--- src/rtl/mul_div_pkg.sv ---
// Shared RISC-V M-extension op encodings and the sequencer state encoding.
package mul_div_pkg;

   localparam logic [2:0] OP_MUL    = 3'd0;
   localparam logic [2:0] OP_MULH   = 3'd1;
   localparam logic [2:0] OP_MULHSU = 3'd2;
   localparam logic [2:0] OP_MULHU  = 3'd3;
   localparam logic [2:0] OP_DIV    = 3'd4;
   localparam logic [2:0] OP_DIVU   = 3'd5;
   localparam logic [2:0] OP_REM    = 3'd6;
   localparam logic [2:0] OP_REMU   = 3'd7;

   typedef enum logic [1:0] {
      ST_IDLE = 2'd0,
      ST_CALC = 2'd1,
      ST_DONE = 2'd2
   } state_e;

endpackage

--- src/rtl/mul_div_seq.sv ---
// Iterative multiply/divide unit: shift-add multiply and restoring divide on
// operand magnitudes, one bit per cycle, with sign fix-up on the final edge.
//
// state | meaning
// IDLE  | ready for a request
// CALC  | iterating, cnt counts down from XLEN-1 to 0
// DONE  | result held until out_ready
module mul_div_seq
   import mul_div_pkg::*;
#(
   parameter int XLEN  = 32,
   parameter int TAG_W = 5
) (
   input  logic             clk,
   input  logic             rst,
   input  logic             in_valid,
   output logic             in_ready,
   input  logic [2:0]       in_op,
   input  logic [XLEN-1:0]  in_a,
   input  logic [XLEN-1:0]  in_b,
   input  logic [TAG_W-1:0] in_tag,
   input  logic             flush,
   output logic             out_valid,
   input  logic             out_ready,
   output logic [XLEN-1:0]  out_res,
   output logic [TAG_W-1:0] out_tag,
   output logic             busy
);

   localparam int CNT_W = $clog2(XLEN);

   state_e              state, state_nxt;
   logic [CNT_W-1:0]    cnt;
   logic [2:0]          op_q;
   logic                a_neg_q, b_neg_q;
   logic [XLEN-1:0]     b_mag;
   logic [2*XLEN-1:0]   acc;

   logic                accept, a_signed, b_signed, a_neg, b_neg;
   logic                div_zero, div_ovf, bypass;
   logic [XLEN-1:0]     a_abs, b_abs, bypass_res;
   logic [XLEN:0]       lhs, alu;
   logic                q_bit;
   logic [2*XLEN-1:0]   acc_step, prod_fix;
   logic [XLEN-1:0]     quo_fix, rem_fix, calc_res;

   assign accept = (state == ST_IDLE) && in_valid && !flush;

   always_comb begin
      a_signed   = (in_op == OP_MULH) || (in_op == OP_MULHSU) ||
                   (in_op == OP_DIV)  || (in_op == OP_REM);
      b_signed   = (in_op == OP_MULH) || (in_op == OP_DIV) || (in_op == OP_REM);
      a_neg      = a_signed && in_a[XLEN-1];
      b_neg      = b_signed && in_b[XLEN-1];
      a_abs      = a_neg ? -in_a : in_a;
      b_abs      = b_neg ? -in_b : in_b;
      div_zero   = in_op[2] && (in_b == '0);
      div_ovf    = ((in_op == OP_DIV) || (in_op == OP_REM)) &&
                   (in_a == {1'b1, {(XLEN-1){1'b0}}}) && (in_b == '1);
      bypass     = div_zero || div_ovf;
      bypass_res = '0;
      if (div_zero)
         bypass_res = in_op[1] ? in_a : '1;
      else if (div_ovf)
         bypass_res = in_op[1] ? '0 : in_a;
   end

   // One shared adder: subtract-and-test for divide, conditional add for multiply.
   always_comb begin
      if (op_q[2]) begin
         lhs      = acc[2*XLEN-1:XLEN-1];
         alu      = lhs - {1'b0, b_mag};
         q_bit    = ~alu[XLEN];
         acc_step = {(q_bit ? alu[XLEN-1:0] : lhs[XLEN-1:0]), acc[XLEN-2:0], q_bit};
      end else begin
         lhs      = {1'b0, acc[2*XLEN-1:XLEN]};
         alu      = lhs + (acc[0] ? {1'b0, b_mag} : '0);
         q_bit    = 1'b0;
         acc_step = {alu, acc[XLEN-1:1]};
      end
   end

   always_comb begin
      prod_fix = (a_neg_q ^ b_neg_q) ? -acc_step : acc_step;
      quo_fix  = (a_neg_q ^ b_neg_q) ? -acc_step[XLEN-1:0] : acc_step[XLEN-1:0];
      rem_fix  = a_neg_q ? -acc_step[2*XLEN-1:XLEN] : acc_step[2*XLEN-1:XLEN];
      case (op_q)
         OP_MUL:                       calc_res = prod_fix[XLEN-1:0];
         OP_MULH, OP_MULHSU, OP_MULHU: calc_res = prod_fix[2*XLEN-1:XLEN];
         OP_DIV, OP_DIVU:              calc_res = quo_fix;
         default:                      calc_res = rem_fix;
      endcase
   end

   always_ff @(posedge clk or posedge rst) begin
      if (rst)
         state <= ST_IDLE;
      else
         state <= state_nxt;
   end

   always_comb begin
      state_nxt = state;
      in_ready  = 1'b0;
      out_valid = 1'b0;
      busy      = 1'b1;
      case (state)
         ST_IDLE: begin
            in_ready = 1'b1;
            busy     = 1'b0;
            if (in_valid)
               state_nxt = bypass ? ST_DONE : ST_CALC;
         end
         ST_CALC: begin
            if (cnt == '0)
               state_nxt = ST_DONE;
         end
         ST_DONE: begin
            out_valid = 1'b1;
            if (out_ready)
               state_nxt = ST_IDLE;
         end
         default: state_nxt = ST_IDLE;
      endcase
      if (flush)
         state_nxt = ST_IDLE;
   end

   always_ff @(posedge clk or posedge rst) begin
      if (rst) begin
         cnt     <= '0;
         op_q    <= '0;
         a_neg_q <= 1'b0;
         b_neg_q <= 1'b0;
         b_mag   <= '0;
         acc     <= '0;
         out_res <= '0;
         out_tag <= '0;
      end else if (accept) begin
         cnt     <= CNT_W'(XLEN-1);
         op_q    <= in_op;
         a_neg_q <= a_neg;
         b_neg_q <= b_neg;
         b_mag   <= b_abs;
         acc     <= {{XLEN{1'b0}}, a_abs};
         out_tag <= in_tag;
         if (bypass)
            out_res <= bypass_res;
      end else if (state == ST_CALC && !flush) begin
         acc <= acc_step;
         cnt <= cnt - CNT_W'(1);
         if (cnt == '0)
            out_res <= calc_res;
      end
   end

endmodule

--- config.mk ---
export PLATFORM = sky130hd
export DESIGN_NAME = mul_div_seq
export DESIGN_NICKNAME = d
export VERILOG_FILES = /design/src/rtl/mul_div_pkg.sv /design/src/rtl/mul_div_seq.sv
export SDC_FILE = /design/constraint.sdc
export NUM_CORES = 1
export LEC_CHECK = 0
export BUFFER_PORTS_ARGS = -buffer_cell sky130_fd_sc_hd__buf_4
export CAP_MARGIN = 25
export CORE_ASPECT_RATIO = 1.2
export CORE_MARGIN = 1.5
export CORE_UTILIZATION = 50
export DETAILED_ROUTE_END_ITERATION = 10
export PLACE_DENSITY = 0.73
export SKIP_CTS_REPAIR_TIMING = 1
export SYNTH_ARGS = -nofsm -noshare
export SYNTH_HDL_FRONTEND = slang
export SYNTH_SLANG_ARGS = --single-unit
--- constraint.sdc ---
create_clock -name clk -period 5 [get_ports clk]
set_input_delay 0.25 -clock clk [delete_from_list [all_inputs] [get_ports clk]]
set_output_delay 0.25 -clock clk [all_outputs]
set_load 0.1 [all_outputs]
* Word level (Yosys, flattened, before mapping)
Cells that the tools add are included.
Storage, ports and cells: input bits 77, bits in registers 145
Operators by class: reductions and logical operators 26, equal/unequal tests 17, add/sub/neg operators 8, muxes and demuxes 30, bitwise gates (word level) 2
Operator list (count):
- 32-bit two-way mux | 14
- 64-bit two-way mux | 4
- 32-bit negator | 4
- 32-bit case mux with 3 select lines | 1
- 32-bit equality test, second input constant | 2
- 64-bit negator | 1
- 32-bit by 32-bit adder with 33-bit output | 1
- 33-bit by 32-bit subtractor with 33-bit output | 1
- 32-bit zero test | 1
- 3-bit equality test, second input constant | 4
- 2-bit two-way mux | 5
- 5-bit two-way mux | 2
- 3-bit by 2-bit equality test with 1-bit output, second input constant | 3
- 3-bit != test, second input constant | 3
- 1-bit logical AND | 8
- 1-bit logical OR | 7
- 3-bit by 1-bit equality test with 1-bit output, second input constant | 2
- 2-bit case mux with 3 select lines | 1
- 3-bit AND reduction | 2
- 5-bit zero test | 1
- 5-bit by 1-bit subtractor with 5-bit output, second input constant | 1
- 2-bit nonzero test | 2
- 3-bit zero test | 1
- 1-bit two-way mux | 3
- other kinds (9) | 9

* Depth between registers and ports, before layout
Gate-level depths: netlist of run 1.
depth after elaboration 9, mapped depth 24, mapped depth without buffers 23

* Least setup slack after synthesis of run 1
No wires, ideal clock.
kind reg2reg, start register op_q[2], end register out_res[28], period minus slack after synthesis 4.971 ns, path slack 0.029 ns, path buffers 8, stages on the path, launching flop included 21, arrival time 4.839 ns, setup time 0.132 ns, cell sequence dfrtp_1 -> buf_1 -> buf_2 -> buf_2 -> buf_2 -> buf_2 -> buf_1 -> clkbuf_1 -> mux2i_1 -> ha_1 -> o21ai_0 -> nor2_1 -> nand3b_1 -> or2_2 -> clkbuf_1 -> a2111oi_4 -> nand4_1 -> o21ai_0 -> xor2_1 -> a221oi_1 -> o21ai_1
Between the ends: longest elaborated chain between the ends 7, elaborated cells on any way between the ends 19, those cells by class add/sub: 3; eq/ne: 5; mux: 8; reduce/logical: 3
Ends and longest elaborated chain:
- start, declared | line mul_div_seq.sv:34 | logic [2:0] op_q;
- start signal, assigned | line mul_div_seq.sv:141 | op_q <= in_op;
- 64-bit two-way mux | line mul_div_seq.sv:70 | if (op_q[2]) begin
- 64-bit negator, or another cell as far along | line mul_div_seq.sv:84 | prod_fix = (a_neg_q ^ b_neg_q) ? -acc_step : acc_step;
- 64-bit two-way mux, or another cell as far along | line mul_div_seq.sv:84
- 32-bit case mux with 3 select lines (*) | line mul_div_seq.sv:87 | case (op_q)
- 32-bit two-way mux (*) | line mul_div_seq.sv:152 | if (cnt == '0)
- 32-bit two-way mux (*) | line mul_div_seq.sv:149 | end else if (state == ST_CALC && !flush) begin
- 32-bit two-way mux (*) | line mul_div_seq.sv:139 | end else if (accept) begin
- end signal, assigned | line mul_div_seq.sv:148 | out_res <= bypass_res;
- end signal, assigned | line mul_div_seq.sv:153 | out_res <= calc_res;
- end, declared | line mul_div_seq.sv:25 | output logic [XLEN-1:0] out_res,
Mark *: on every way between the ends. The rest lies on a longest branch, timed or not. The select of a mux whose other input is x is not followed. A chain may end at the register's enable or synchronous reset.

* Worst setup path in the final report of run 1
start register b_mag[0], end register out_res[29]
Between the ends: longest elaborated chain between the ends 9, elaborated cells on any way between the ends 16, those cells by class add/sub: 5; mux: 10; bitwise: 1
Ends and longest elaborated chain:
- start, declared | line mul_div_seq.sv:36 | logic [XLEN-1:0] b_mag;
- start signal, assigned | line mul_div_seq.sv:144 | b_mag <= b_abs;
- 33-bit by 32-bit subtractor with 33-bit output / 32-bit two-way mux (equally long branches) | line mul_div_seq.sv:72, mul_div_seq.sv:77
- 32-bit two-way mux, or another cell as far along | line mul_div_seq.sv:74 | acc_step = {(q_bit ? alu[XLEN-1:0] : lhs[XLEN-1:0]), acc[XLEN-2:0], q_bit};
- 64-bit two-way mux (*) | line mul_div_seq.sv:70
- 64-bit negator, or another cell as far along | line mul_div_seq.sv:84
- 64-bit two-way mux, or another cell as far along | line mul_div_seq.sv:84
- 32-bit case mux with 3 select lines (*) | line mul_div_seq.sv:87
- 32-bit two-way mux (*) | line mul_div_seq.sv:152
- 32-bit two-way mux (*) | line mul_div_seq.sv:149
- 32-bit two-way mux (*) | line mul_div_seq.sv:139
Marks and branches as above.

==> flow_summary.html, run 1 <==
<table>
<tr><th>Metric</th><th>Value</th></tr>
<tr><th colspan="2">Power</th></tr>
<tr><td>Highest ir drop seen on vdd</td><td>0.000331 V</td></tr>
<tr><td>Leakage</td><td>7.97 nW</td></tr>
<tr><td>Power consumption</td><td>12.2 mW</td></tr>
<tr><td>Power Density</td><td>646 nW/um^2</td></tr>
<tr><th colspan="2">GRT</th></tr>
<tr><td>Global-route wire length before repair</td><td>100 mm</td></tr>
<tr><td>Overflow left after global routing</td><td>0</td></tr>
<tr><td>Via count of the first global-routing pass</td><td>17200</td></tr>
<tr><td>Initial antenna violation count</td><td>1</td></tr>
<tr><td>Pin count of the biggest net entering global routing</td><td>101</td></tr>
<tr><td>GR Util All Layers</td><td>39.4%</td></tr>
<tr><th colspan="2">Timing</th></tr>
<tr><td>Max frequency</td><td>209 MHz</td></tr>
<tr><td>Hold Slack</td><td>-0.0186 ns</td></tr>
<tr><td>Final-report setup violation count</td><td>0</td></tr>
<tr><td>RSZ-0062 raised after global routing</td><td>false</td></tr>
<tr><td>Final cycle utilization of the critical path</td><td>95.9%</td></tr>
<tr><td>Post-Route Setup TNS</td><td>0 ns</td></tr>
<tr><td>Slew @ Worst Pin</td><td>1.04 ns</td></tr>
<tr><td>Final count of hold timing violations</td><td>5</td></tr>
<tr><td>Number of max-slew violations in the final report</td><td>0</td></tr>
<tr><td>Max_slew headroom</td><td>30.3%</td></tr>
<tr><td>Time the final worst path needs with I/O delays and setup</td><td>4.79 ns</td></tr>
<tr><td>Post-Route Skew</td><td>0.0101 ns</td></tr>
<tr><th colspan="2">Critical path</th></tr>
<tr><td>Signal arrival time at the worst endpoint</td><td>5.12 ns</td></tr>
<tr><td>Cell with the most instances on the worst path</td><td>sky130_fd_sc_hd__buf_4</td></tr>
<tr><td>Data required time at the worst endpoint</td><td>5.33 ns</td></tr>
<tr><td>Critical-path top delay cell</td><td>sky130_fd_sc_hd__nand4_1</td></tr>
<tr><td>WP buf/inv</td><td>5</td></tr>
<tr><td>Worst Setup Start Kind</td><td>flop</td></tr>
<tr><td>Crit. End Element</td><td>flop</td></tr>
<tr><td>Setup CP Type</td><td>reg2reg</td></tr>
<tr><td>Critical-path cell list</td><td>ha_1 &gt; inv_1 &gt; fa_2 &gt; a211oi_2 &gt; buf_4 &gt; o211a_4 &gt; a211oi_4 &gt; o211a_4 &gt; nor3_4 &gt; buf_4 &gt; buf_4 &gt; o21ai_0 &gt; a31oi_1 &gt; buf_4 &gt; a211oi_2 &gt; nand4_1 &gt; o31ai_1 &gt; xnor2_1 &gt; o221ai_1 &gt; o211ai_1</td></tr>
<tr><td>Critical Path Max Stage Delay</td><td>0.41 ns</td></tr>
<tr><td>Kind of cell adding the most delay to the critical path</td><td>compound AO/OA/AOI/OAI gates</td></tr>
<tr><td>Crit-path max FO</td><td>14</td></tr>
<tr><th colspan="2">Final layout</th></tr>
<tr><td>Number of nets in the final layout</td><td>2450</td></tr>
<tr><td>Number of fill cells in the layout</td><td>2959</td></tr>
<tr><td>Layout overhead on the synthesized area</td><td>16.8%</td></tr>
<tr><td>Core Util, Final</td><td>59.8%</td></tr>
<tr><td>Fraction of layout instances using a drive strength above 1</td><td>16.8%</td></tr>
<tr><td>Antenna diode instance count</td><td>0</td></tr>
<tr><th colspan="2">Clock network</th></tr>
<tr><td>Number of buffers created by CTS</td><td>17</td></tr>
<tr><td>Clock tree from TritonCTS</td><td>done</td></tr>
<tr><td>H-tree Lvls</td><td>4</td></tr>
<tr><td>Clock-pin slew reported for the worst setup and hold paths after clock tree synthesis</td><td>0.07 ns</td></tr>
<tr><td>Num Clock Sinks</td><td>145</td></tr>
<tr><td>Worst-Skew Late Latency</td><td>0.46 ns</td></tr>
<tr><td>Root buf cell</td><td>sky130_fd_sc_hd__clkbuf_16</td></tr>
<tr><td>Maximum number of buffers from clock root to sink</td><td>2</td></tr>
<tr><th colspan="2">Drt</th></tr>
<tr><td>Drt via density</td><td>6.56</td></tr>
<tr><td>DRC violation count after routing</td><td>0</td></tr>
<tr><td>Violation count after the first detailed-routing iteration</td><td>1855</td></tr>
<tr><td>Antenna viol nets, final</td><td>0</td></tr>
<tr><td>Number of iterations in the first detailed-routing pass</td><td>6</td></tr>
<tr><td>Post-detailed-routing wire length</td><td>65.7 mm</td></tr>
<tr><td>Average detailed-routed wire length per instance</td><td>24.2 um</td></tr>
<tr><td>Number of vias after detailed routing</td><td>17800</td></tr>
<tr><th colspan="2">Yosys</th></tr>
<tr><td>Share of the synthesized area in the top cell type</td><td>22.5%</td></tr>
<tr><td>Portion of the post-synthesis area used by sequential elements</td><td>22.5%</td></tr>
<tr><td>Syn avg cell area</td><td>7.53 um^2</td></tr>
<tr><td>FFs w/ async S/R, synth</td><td>100%</td></tr>
<tr><td>Count of synthesis-stage warnings from yosys</td><td>0</td></tr>
<tr><td>Synthesis-stage register bit count</td><td>145</td></tr>
<tr><td>Unique cell type count in the Yosys netlist</td><td>107</td></tr>
<tr><td>Mapped Nets</td><td>2293</td></tr>
<tr><td>Biggest area contributors in the synthesized netlist</td><td>sky130_fd_sc_hd__dfrtp_1, sky130_fd_sc_hd__o21ai_0, sky130_fd_sc_hd__ha_1, sky130_fd_sc_hd__nand2_1, sky130_fd_sc_hd__a21oi_1</td></tr>
<tr><td>Cells after Synth</td><td>2143</td></tr>
<tr><td>Count of flip-flops with a built-in enable after synthesis</td><td>0</td></tr>
<tr><td>Most used flip-flop cell after synthesis</td><td>sky130_fd_sc_hd__dfrtp_1</td></tr>
<tr><td>Cell taking the most area after synthesis</td><td>sky130_fd_sc_hd__dfrtp_1</td></tr>
<tr><td>Netlist area before placement</td><td>16100 um^2</td></tr>
<tr><td>Most frequent cell after synthesis</td><td>sky130_fd_sc_hd__nand2_1</td></tr>
<tr><td>Synth cell count leaders</td><td>sky130_fd_sc_hd__nand2_1, sky130_fd_sc_hd__nor2_1, sky130_fd_sc_hd__o21ai_0, sky130_fd_sc_hd__a21oi_1, sky130_fd_sc_hd__dfrtp_1</td></tr>
<tr><th colspan="2">Floorplan</th></tr>
<tr><td>Die Footprint</td><td>33400 um^2</td></tr>
<tr><td>Initial core utilization</td><td>51.2%</td></tr>
<tr><td>Number of primary I/O pins</td><td>117</td></tr>
<tr><td>Core area</td><td>31500 um^2</td></tr>
<tr><td>Width of the chip</td><td>167 um</td></tr>
<tr><td># rows</td><td>71</td></tr>
<tr><td>Die extent in y</td><td>200 um</td></tr>
<tr><th colspan="2">Worst hold path</th></tr>
<tr><td>Class of the tightest hold or removal check</td><td>in2reg</td></tr>
<tr><th colspan="2">Outcome</th></tr>
<tr><td>Outcome</td><td>finished, violations left</td></tr>
<tr><td>Violated checks</td><td>hold timing</td></tr>
<tr><th colspan="2">Place</th></tr>
<tr><td>Dpl hpwl</td><td>51.4 mm</td></tr>
<tr><td>Number of buffers inserted by port buffering</td><td>116</td></tr>
<tr><td>RePlAce Congestion</td><td>1.01</td></tr>
<tr><th colspan="2">Flow run</th></tr>
<tr><td>Max-capacitance violation count</td><td>0</td></tr>
</table>
[path summary, 6_finish.rpt]
check / startpoint / endpoint / slack, ns / cells after the start
setup / recovery: b_mag[0] / out_res[29] / 0.21 / 20
hold / removal: in_tag[3] / out_tag[3] / -0.02 / 3
setup reg to reg: b_mag[0] / out_res[29] / 0.21 / 20
hold reg to reg: out_tag[3] / out_tag[3] / 0.48 / 2
max in group asynchronous: rst / b_mag[26] / 3.58 / 4
min in group asynchronous: rst / out_res[2] / 0.36 / 3
[final cells by class]
class	count	area [um^2]	share of cell area [%]
multi-input combinational	1804	11900	62.9
sequential	145	3630	19.3
timing repair buffer	261	1990	10.6
tap	401	502	2.66
clock buffer	18	439	2.33
inverter	71	272	1.44
clock inverter	14	166	0.882
[worst register-to-register path: cells and delay by family, from the launching register on]
family | cells | cell delay, ns
flip-flops | 1 | 0.40
adder cells (fa/ha/maj) | 2 | 0.45
buffers and inverters | 5 | 0.87
AO/OA/AOI/OAI | 10 | 2.36
XOR/XNOR | 1 | 0.13
AND/OR/NAND/NOR | 2 | 0.45
[where the power goes]
group	leakage, nW	switching (mW)	internal [mW]	total (mW)
Clock	0.298	0.642	0.727	1.37
Sequential	1.84	0.389	1.44	1.83
Combinational	5.83	5.61	3.36	8.98
Total	7.97	6.65	5.53	12.2
[per-stage QoR]
step	std cells	setup WS, ns	cell area (um^2)	hold WS, ns
final	2714	0.207	18900	-0.0186
after global routing	2714	0.0242	18900	0.00192
after CTS	2709	-0.0518	18700	-0.0260
after detailed placement	2677	0.0323	18100	0.445
after global placement	2677	0.140	18100	0.440
after floorplan	2143	0.0292	16100	0.355
[registers in the layout (all words and copies together), names as in the netlist]
| register | flops |
|---|---|
| a_neg_q | 1 |
| acc | 64 |
| b_mag | 32 |
| b_neg_q | 1 |
| cnt | 5 |
| op_q | 3 |
| out_res | 32 |
| out_tag | 5 |
| state | 2 |
[kinds of logic (layout without fill, tap and decap cells)]
family          after synthesis  count (layout)  synth area share, %
xor+xnor                    180             180                 9.77
flops                       145             145                 22.5
compound gates              739             739                 30.7
buf+inv                     194             364                 5.02
mux                          51              51                 3.31
simple gates                761             761                 23.0
fa+ha+maj                    73              73                 5.75
[per-layer routing]
layer | wire, um | global-route usage, % | vias up
li1 | - | - | 8210
met1 | 25900 | 46.8 | 8479
met2 | 30900 | 67.1 | 890
met3 | 4250 | 5.03 | 229
met4 | 4650 | 26.8 | 2
met5 | 16 | 0 | -
[cells in the final DEF, fill, tap and decap left out, types with 9 or more instances in the layout]
cell type                     n
sky130_fd_sc_hd__buf_4      258
sky130_fd_sc_hd__nand2_1    234
sky130_fd_sc_hd__nor2_1     196
sky130_fd_sc_hd__o21ai_0    189
sky130_fd_sc_hd__a21oi_1    172
sky130_fd_sc_hd__dfrtp_1    144
sky130_fd_sc_hd__xnor2_1     91
sky130_fd_sc_hd__xor2_1      87
sky130_fd_sc_hd__inv_1       70
sky130_fd_sc_hd__ha_1        69
sky130_fd_sc_hd__nor3_1      58
sky130_fd_sc_hd__nand3_1     48
sky130_fd_sc_hd__and2_1      47
sky130_fd_sc_hd__o211ai_1    46
sky130_fd_sc_hd__mux2i_1     41
sky130_fd_sc_hd__a31oi_1     32
sky130_fd_sc_hd__nand4_1     30
sky130_fd_sc_hd__nor4_1      25
sky130_fd_sc_hd__a22o_1      24
sky130_fd_sc_hd__o21a_1      23
sky130_fd_sc_hd__or3_1       21
sky130_fd_sc_hd__o31ai_1     21
sky130_fd_sc_hd__a21o_1      19
sky130_fd_sc_hd__a211oi_1    18
sky130_fd_sc_hd__o21ai_1     18
sky130_fd_sc_hd__o22ai_1     18
sky130_fd_sc_hd__clkbuf_16   17
sky130_fd_sc_hd__nand2b_1    16
sky130_fd_sc_hd__o221ai_1    16
sky130_fd_sc_hd__or4_1        9
sky130_fd_sc_hd__nor2b_1      9
Note: power is estimated with default switching activity, not from simulation.
==> run 2: changes to the inputs <==
--- a/config.mk
+++ b/config.mk
@@ -11,7 +11,7 @@
 export CORE_MARGIN = 1.5
 export CORE_UTILIZATION = 50
 export DETAILED_ROUTE_END_ITERATION = 10
-export PLACE_DENSITY = 0.73
+export PLACE_DENSITY = 0.68
 export SKIP_CTS_REPAIR_TIMING = 1
 export SYNTH_ARGS = -nofsm -noshare
 export SYNTH_HDL_FRONTEND = slang
==> run 2 against run 1 <==
Against the previous run: the run still ends with hold timing left; first-iteration DRC count increased by 9.0%; global-route usage down 0.28 points; wire length down 0.97%; sequential power about the same; register-to-register slack got worse by 0.10 ns; non-clock buffer count increased by 2; highest routed layer is now met4.
==> flow_summary.html, run 2 (same netlist as run 1, synthesis figures left out) <==
<table>
<tr><th>Metric</th><th>Value</th></tr>
<tr><th colspan="2">Power</th></tr>
<tr><td>Power Density</td><td>646 nW/um^2 (+0.10%)</td></tr>
<tr><td>Power consumption</td><td>12.2 mW (+0.44%)</td></tr>
<tr><td>Highest ir drop seen on vdd</td><td>0.000306 V (-7.7%)</td></tr>
<tr><td>Leakage</td><td>7.97 nW (about the same)</td></tr>
<tr><th colspan="2">Drt</th></tr>
<tr><td>Post-detailed-routing wire length</td><td>65.0 mm (-0.97%)</td></tr>
<tr><td>Drt via density</td><td>6.56 (about the same)</td></tr>
<tr><td>Average detailed-routed wire length per instance</td><td>23.9 um (-1.1%)</td></tr>
<tr><td>Number of iterations in the first detailed-routing pass</td><td>6 (unchanged)</td></tr>
<tr><td>Violation count after the first detailed-routing iteration</td><td>2022 (+9.0%)</td></tr>
<tr><td>DRC violation count after routing</td><td>0 (unchanged)</td></tr>
<tr><td>Antenna viol nets, final</td><td>0 (unchanged)</td></tr>
<tr><td>Number of vias after detailed routing</td><td>17800 (+0.12%)</td></tr>
<tr><th colspan="2">Place</th></tr>
<tr><td>Dpl hpwl</td><td>50.5 mm (-1.9%)</td></tr>
<tr><td>RePlAce Congestion</td><td>1.03 (+1.9%)</td></tr>
<tr><td>Post-Place Cell Area</td><td>18000 um^2 (-0.25%)</td></tr>
<tr><td>Number of buffers inserted by port buffering</td><td>116 (unchanged)</td></tr>
<tr><td>Pre-CTS setup slack</td><td>-0.124 ns (-0.156 ns)</td></tr>
<tr><th colspan="2">Floorplan</th></tr>
<tr><td>Width of the chip</td><td>167 um (unchanged)</td></tr>
<tr><td>Number of primary I/O pins</td><td>117 (unchanged)</td></tr>
<tr><td>Initial core utilization</td><td>51.2% (unchanged)</td></tr>
<tr><td>Die Footprint</td><td>33400 um^2 (unchanged)</td></tr>
<tr><td>Die extent in y</td><td>200 um (unchanged)</td></tr>
<tr><td>Core area</td><td>31500 um^2 (unchanged)</td></tr>
<tr><td># rows</td><td>71 (unchanged)</td></tr>
<tr><th colspan="2">Final layout</th></tr>
<tr><td>Number of nets in the final layout</td><td>2452 (+0.082%)</td></tr>
<tr><td>Largest register by flop count</td><td>acc</td></tr>
<tr><td>Number of fill cells in the layout</td><td>2921 (-1.3%)</td></tr>
<tr><td>Post-route standard cell area excluding fillers</td><td>18900 um^2 (+0.33%)</td></tr>
<tr><td>Leading cell type in the layout, fill and taps excluded</td><td>sky130_fd_sc_hd__buf_4</td></tr>
<tr><td>Fraction of layout instances using a drive strength above 1</td><td>16.9% (+0.12 points)</td></tr>
<tr><td>Largest registers ranked by flip-flop count</td><td>acc: 64 flops, b_mag: 32 flops, out_res: 32 flops</td></tr>
<tr><td>Flip-flop count of the largest register, all copies and words added</td><td>64 (unchanged)</td></tr>
<tr><td>Layout overhead on the synthesized area</td><td>17.2%</td></tr>
<tr><td>Most frequent cells in the layout</td><td>sky130_fd_sc_hd__buf_4, sky130_fd_sc_hd__nand2_1, sky130_fd_sc_hd__nor2_1</td></tr>
<tr><th colspan="2">Critical path</th></tr>
<tr><td>Crit-path max FO</td><td>19 (+5)</td></tr>
<tr><td>Signal arrival time at the worst endpoint</td><td>5.24 ns (+0.12 ns)</td></tr>
<tr><td>Crit. End Element</td><td>flop</td></tr>
<tr><td>Worst Setup Start Kind</td><td>flop</td></tr>
<tr><td>Data required time at the worst endpoint</td><td>5.34 ns (about the same)</td></tr>
<tr><td>Setup CP Type</td><td>reg2reg</td></tr>
<tr><th colspan="2">Clock network</th></tr>
<tr><td>Worst-Skew Late Latency</td><td>0.46 ns (about the same)</td></tr>
<tr><td>Clock-pin slew reported for the worst setup and hold paths after clock tree synthesis</td><td>0.07 ns (about the same)</td></tr>
<tr><td>Number of buffers created by CTS</td><td>17 (unchanged)</td></tr>
<tr><td>Clock tree from TritonCTS</td><td>done</td></tr>
<tr><td>H-tree Lvls</td><td>4 (unchanged)</td></tr>
<tr><td>Maximum number of buffers from clock root to sink</td><td>2 (unchanged)</td></tr>
<tr><td>Root buf cell</td><td>sky130_fd_sc_hd__clkbuf_16</td></tr>
<tr><td>Num Clock Sinks</td><td>145 (unchanged)</td></tr>
<tr><th colspan="2">Outcome</th></tr>
<tr><td>Violated checks</td><td>hold timing</td></tr>
<tr><td>Outcome</td><td>finished, violations left</td></tr>
<tr><th colspan="2">GRT</th></tr>
<tr><td>GR Util All Layers</td><td>39.1% (-0.28 points)</td></tr>
<tr><td>Pin count of the biggest net entering global routing</td><td>73 (-28%)</td></tr>
<tr><td>Via count of the first global-routing pass</td><td>17000 (-1.2%)</td></tr>
<tr><td>Global-route wire length before repair</td><td>99.8 mm (-0.30%)</td></tr>
<tr><td>Overflow left after global routing</td><td>0 (unchanged)</td></tr>
<tr><td>Initial antenna violation count</td><td>1 (unchanged)</td></tr>
<tr><th colspan="2">Timing</th></tr>
<tr><td>Number of max-slew violations in the final report</td><td>0 (unchanged)</td></tr>
<tr><td>Fin worst setup slack</td><td>0.103 ns (-0.103 ns)</td></tr>
<tr><td>Slew @ Worst Pin</td><td>1.06 ns (+0.0164 ns)</td></tr>
<tr><td>Time the final worst path needs with I/O delays and setup</td><td>4.90 ns (+0.103 ns)</td></tr>
<tr><td>Max frequency</td><td>204 MHz (-2.1%)</td></tr>
<tr><td>Hold Slack</td><td>-0.0208 ns (-0.00220 ns)</td></tr>
<tr><td>Post-Route Skew</td><td>0.0116 ns (+0.00147 ns)</td></tr>
<tr><td>RSZ-0062 raised after global routing</td><td>true</td></tr>
<tr><td>Max_slew headroom</td><td>29.2% (-1.1 points)</td></tr>
<tr><td>Final cycle utilization of the critical path</td><td>97.9% (+2.1 points)</td></tr>
<tr><td>Final count of hold timing violations</td><td>2 (-3)</td></tr>
<tr><td>Final-report setup violation count</td><td>0 (unchanged)</td></tr>
<tr><th colspan="2">Worst hold path</th></tr>
<tr><td>Class of the tightest hold or removal check</td><td>in2reg</td></tr>
<tr><th colspan="2">Flow run</th></tr>
<tr><td>Max-capacitance violation count</td><td>0 (unchanged)</td></tr>
</table>
-- run 2: cell types whose count changed in the layout (fill, tap and decap cells not counted), sizes merged --
cell / before / now
diode: 0 / 1
buf: 260 / 259
clkinv: 5 / 4
clkinvlp: 0 / 2
inv: 79 / 75
bufinv: 1 / 3
dlygate4sd3: 1 / 4
clkbuf: 18 / 19
-- run 2: cell type report --
cell class                 instances  area (um^2)  area share [%]
multi-input combinational       1804        11900            62.9
antenna                            1         2.50          0.0132
tap                              401          502            2.65
sequential                       145         3630            19.2
inverter                          71          272            1.43
timing repair buffer             263         2000            10.6
clock inverter                    13          175           0.926
clock buffer                      19          443            2.34
-- run 2: power breakdown --
group | internal (mW) | leakage [nW] | total (mW) | switching (mW)
logic | 3.38 | 5.83 | 8.96 | 5.58
registers | 1.44 | 1.84 | 1.85 | 0.408
clock network | 0.808 | 0.295 | 1.42 | 0.615
total | 5.63 | 7.97 | 12.2 | 6.60
-- run 2: routing by layer --
| layer | wire length (um) | vias to the layer above | GRT usage (%) | part of all wire [%] |
|---|---|---|---|---|
| met5 | 0 | - | 0 | 0 |
| met4 | 4950 | 0 | 27.8 | 7.6 |
| met3 | 4530 | 227 | 4.28 | 7.0 |
| met2 | 30100 | 913 | 66.0 | 46 |
| met1 | 25400 | 8472 | 47.0 | 39 |
| li1 | - | 8220 | - | - |
-- run 2: worst max-delay path: stages (launching register included) --
cell and delay (ns):
sky130_fd_sc_hd__dfrtp_1 0.44, sky130_fd_sc_hd__ha_1 0.39, sky130_fd_sc_hd__a21oi_1 0.27, sky130_fd_sc_hd__o21ai_1 0.11, sky130_fd_sc_hd__a211oi_2 0.20, sky130_fd_sc_hd__buf_4 0.17, sky130_fd_sc_hd__o31ai_4 0.05, sky130_fd_sc_hd__buf_4 0.18
sky130_fd_sc_hd__buf_4 0.15, sky130_fd_sc_hd__o21ai_4 0.55, sky130_fd_sc_hd__a21oi_1 0.15, sky130_fd_sc_hd__o31a_1 0.39, sky130_fd_sc_hd__buf_4 0.22, sky130_fd_sc_hd__nor3_1 0.27, sky130_fd_sc_hd__nand4b_1 0.35, sky130_fd_sc_hd__o41ai_4 0.47
sky130_fd_sc_hd__xnor2_1 0.14, sky130_fd_sc_hd__a21oi_1 0.19, sky130_fd_sc_hd__o21ai_1 0.09
-- run 2: worst paths after layout --
path / startpoint / endpoint / slack, ns / depth (start not counted)
setup / recovery: acc[52] / out_res[22] / 0.10 / 18
hold / removal: in_tag[1] / out_tag[1] / -0.02 / 3
setup reg to reg: acc[52] / out_res[22] / 0.10 / 18
hold reg to reg: out_tag[0] / out_tag[0] / 0.48 / 2
max in group asynchronous: rst / op_q[2] / 3.36 / 4
min in group asynchronous: rst / out_res[4] / 0.43 / 3
-- run 2: through the flow --
stage,std cells,setup TNS [ns],util (%)
after floorplan,2143,0,-
after global placement,2671,-0.0977,57.2
after detailed placement,2671,-0.124,57.2
after CTS,2703,-0.206,59.2
after global routing,2716,-0.0334,60.0
final,2717,0,60.0
